<file path="config.mk">
export PLATFORM = sky130hd
export DESIGN_NAME = aes_subbytes_seq
export DESIGN_NICKNAME = d
export VERILOG_FILES = /design/src/rtl/aes_subbytes_seq.sv
export SDC_FILE = /design/constraint.sdc
export NUM_CORES = 1
export LEC_CHECK = 0
export CAP_MARGIN = 0
export CORE_ASPECT_RATIO = 1.2
export CORE_MARGIN = 4
export CORE_UTILIZATION = 40
export DETAILED_ROUTE_END_ITERATION = 8
export PLACE_DENSITY = 0.79
export SLEW_MARGIN = 25
export SYNTH_ARGS = -nofsm -noshare
export SYNTH_HDL_FRONTEND = slang
export SYNTH_SLANG_ARGS = --single-unit
</file>
<file path="constraint.sdc">
create_clock -name clk_i -period 2.6 [get_ports clk_i]
set_input_delay 0.39 -clock clk_i [delete_from_list [all_inputs] [get_ports clk_i]]
set_output_delay 0.39 -clock clk_i [all_outputs]
set_load 0.02 [all_outputs]
</file>
<file path="src/rtl/aes_subbytes_seq.sv">
// rtl/aes_subbytes_seq.sv - byte-serial AES SubBytes/SubWord using one external combinational S-box
module aes_subbytes_seq #(
    parameter int NBYTES = 16
) (
    input  logic                  clk_i,
    input  logic                  rst_i,
    input  logic                  in_valid_i,
    output logic                  in_ready_o,
    input  logic [8*NBYTES-1:0]   in_data_i,
    input  logic                  in_encrypt_i,
    output logic                  out_valid_o,
    input  logic                  out_ready_i,
    output logic [8*NBYTES-1:0]   out_data_o,
    output logic [7:0]            sbox_a_o,
    output logic                  sbox_encrypt_o,
    input  logic [7:0]            sbox_q_i,
    output logic                  busy_o
);

    localparam int IW = $clog2(NBYTES);

    typedef enum logic [1:0] {
        IDLE,
        BUSY,
        DONE
    } state_e;

    state_e               state_q, state_d;
    logic [IW-1:0]        idx_q, idx_d;
    logic                 mode_q, mode_d;
    logic [8*NBYTES-1:0]  data_q, data_d;
    logic [8*NBYTES-1:0]  res_q, res_d;
    logic                 last_byte;

    assign last_byte = (idx_q == IW'(NBYTES - 1));

    always_ff @(posedge clk_i) begin
        if (rst_i) begin
            state_q <= IDLE;
            idx_q   <= '0;
            mode_q  <= 1'b1;
            data_q  <= '0;
            res_q   <= '0;
        end else begin
            state_q <= state_d;
            idx_q   <= idx_d;
            mode_q  <= mode_d;
            data_q  <= data_d;
            res_q   <= res_d;
        end
    end

    always_comb begin
        state_d     = state_q;
        idx_d       = idx_q;
        mode_d      = mode_q;
        data_d      = data_q;
        res_d       = res_q;
        in_ready_o  = 1'b0;
        out_valid_o = 1'b0;
        busy_o      = 1'b0;
        sbox_a_o    = 8'h00;
        case (state_q)
            IDLE: begin
                in_ready_o = !rst_i;
                if (in_valid_i) begin
                    data_d  = in_data_i;
                    mode_d  = in_encrypt_i;
                    idx_d   = '0;
                    state_d = BUSY;
                end
            end
            BUSY: begin
                busy_o   = 1'b1;
                sbox_a_o = data_q[{idx_q, 3'b000} +: 8];
                res_d[{idx_q, 3'b000} +: 8] = sbox_q_i;
                // idx parks on the last byte rather than wrapping
                if (last_byte) begin
                    state_d = DONE;
                end else begin
                    idx_d = idx_q + IW'(1);
                end
            end
            DONE: begin
                out_valid_o = 1'b1;
                if (out_ready_i) begin
                    state_d = IDLE;
                end
            end
            default: state_d = IDLE;
        endcase
    end

    assign sbox_encrypt_o = mode_q;
    assign out_data_o     = res_q;

endmodule

</file>
==> results_dict.tcl <==
set metrics [dict create \
    cts_max_level 1 \
    final_common_cell "nand2_1" \
    cp_slowest_cell "mux4_2" \
    dieArea_um2 29900 \
    skew_ps 22.9 \
    dp.final_hpwl_mm 24.2 \
    multi_input_area_um2 5420 \
    io_buffers 280 \
    grt_overflow 0 \
    outcome "complete, but fails checks" \
    period_share_pct 100 \
    wl_mm 33.4 \
    synth_nets 1353 \
    cts_root_buf "clkbuf_16" \
    synth.area.top_cells "dfxtp_1 48%, mux2i_1 11%, nand2_1 10%, nand2b_1 6.1%, a21oi_1 6.1%" \
    synth_edf_count 0 \
    diodes 0 \
    regArea_um2 5270 \
    syn_area_per_cell_um2 9.03 \
    synthesis.area_um2 10900 \
    dp.cells 1772 \
    setup_violations 3 \
    gp_congestion 0.873 \
    yosysTopAreaCellShare_pct 48.3 \
    irDropWorstVdd_mv 0.420 \
    wl_met2_mm 16.5 \
    pre_cts_ws_ps 8.37 \
    placed_area_um2 14100 \
    nets 1619 \
    cp.arrival_ps 2220 \
    die_w_um 159 \
    crit_path_frequent_cell "buf_12" \
    cap_viol_max_count 0 \
    yosysSeqAreaShare_pct 48.3 \
    synth.mux.area_fraction_pct 14.8 \
    rsz0062_at_grt "true" \
    path_clk_slew_ps 70 \
    io_pins 281 \
    synth_xor_area_share_pct 0.161 \
    drive_gt1_share_pct 10.9 \
    power.density_nw_per_um2 618 \
    wl_per_cell_um 18.3 \
    ant_nets 0 \
    via_per_inst 5.16 \
    wl_met3_mm 2.19 \
    rows 65 \
    grt_pass1_vias 9414 \
    end_kind "output port" \
    leakagePower_uw 0.00559 \
    numCtsBuffers 26 \
    synth_cell_types 49 \
    setup_slack_ps -7.09 \
    ys_ff_latch 263 \
    top_layer "met4" \
    fin_crit_ps 2610 \
    worstMarginPinSlew_ps 759 \
    worst_ep_required_time_ps 2210 \
    grt.total_usage_pct 21.2 \
    path_max_fanout 7 \
    synthArstFlopShare_pct 0 \
    via_count 9431 \
    clk_latency_ps 530 \
    wl_met1_mm 13.5 \
    cts_tree "built" \
    fillers 2317 \
    synth-main-ff-cell "dfxtp_1" \
    critPathMaxStageDelay_ps 560 \
    area_growth_pct 40.2 \
    final_cell_mix "296 x nand2_1, 271 x clkdlybuf4s50_1, 260 x dfxtp_1" \
    drc 0 \
    yosys.area_share.simple_pct 22.4 \
    finalInstanceArea_um2 15300 \
    grt_pass1_wl_mm 51.0 \
    ys_warn_count 0 \
    max_slew_margin_pct 49.4 \
    dieHeight_um 189 \
    crit_type "register to output port" \
    antenna_found_initial 0 \
    yosys.area.top_type "dfxtp_1" \
    hp-class "input pin to register" \
    worstSetupStartpointType "register" \
    synth_compound_area_share_pct 10.4 \
    synth-adder-area-share_pct 0.574 \
    synth_top_family_by_area "simple AND/OR/NAND/NOR gates" \
    dr.pass1.iters 5 \
    grt_max_degree 166 \
    drt_iter0_drc 579 \
    initial_utilization_pct 41.0 \
    critical_path.cell_chain "buf_12 > buf_12 > mux4_2 > a22oi_2 > nand2_1 > buf_4" \
    core_area_um2 26600 \
    hold_viol 0 \
    clock_path_buffers 3 \
    fmax_mhz 384 \
    synth_cells 1207 \
    slew_violations 0 \
    clock_sinks 263 \
    violations "negative setup slack" \
    final_cells 1826 \
]
[critical path: cells and delay by family (launching register included)]
| family | cells | cell delay, ps |
|---|---|---|
| compound gates | 1 | 160 |
| buf+inv | 3 | 430 |
| flops | 1 | 420 |
| mux | 1 | 560 |
| simple gates | 1 | 100 |
[per-layer routing]
layer  GRT usage [%]  vias up
met5               0        -
met4            7.71        0
li1                -     4597
met2            36.4      353
met1            26.5     4407
met3            3.51       74
[cells by family after synthesis]
family / after synthesis
mux: 142
compound gates: 206
simple gates: 504
fa+ha+maj: 5
flops: 263
xor+xnor: 2
buf+inv: 85
[state kept, by name (all words and copies together) (netlist names)]
name and flops:
state_q 2, idx_q 4, data_q 128, out_data_o 128
sbox_encrypt_o 1
[final cells by class]
type	instances	share of cell area, %
flip-flops and latches	263	34.5
repair buffers	320	21.3
clock buffers	38	5.22
well taps	335	2.74
clock inverters	8	0.614
multi-input cells	859	35.5
inverters	3	0.0737
[synth_stat cells (4+ instances only)]
master,instances
nand2b_1,106
nor2_2,6
a211oi_1,19
nor2_1,22
nor3_1,7
buf_1,6
nand3b_1,25
mux4_2,15
a21oi_1,132
ha_1,5
o21ai_0,31
dfxtp_1,263
clkbuf_1,58
buf_4,6
a22oi_1,8
nor2b_1,13
nand3_1,5
mux2i_1,124
nand2_1,300
buf_2,11
nand4_1,4
[path summary, 6_finish.rpt]
| check | start | to | slack (ps) | cells past startpoint |
|---|---|---|---|---|
| worst max-delay path | idx_q[0] | sbox_a_o[0] | -7 | 6 |
| worst min-delay path | rst_i | out_data_o[124] | 330 | 3 |
| worst max register to register | idx_q[0] | out_data_o[35] | 130 | 8 |
| worst min register to register | data_q[88] | data_q[88] | 450 | 2 |
[metrics by stage]
| stage | util (%) | TNS (ps) | power, uW | hold slack (ps) |
|---|---|---|---|---|
| 2_1_floorplan | - | 0 | 5040 | 432 |
| 3_3_place_gp | 53.0 | 0 | 5540 | 438 |
| 3_5_place_dp | 53.0 | 0 | 5560 | 445 |
| 4_1_cts | 56.8 | -284 | 9480 | 297 |
| 5_1_grt | 57.4 | -521 | 9800 | 345 |
| 6_report | 57.4 | -9.38 | 9430 | 325 |
[what timing repair did]
item                       CTS  global route
pin swaps                    4            11
setup buffers                4             3
resized for setup           54            40
hold buffers                 0             0
setup endpoints to repair    8            70
cloned                       2             1
[power breakdown]
group / switching [uW] / internal (uW)
clock: 1560 / 2310
combinational: 644 / 600
sequential: 111 / 4200
No activity file was read; power rests on OpenSTA's default activity.
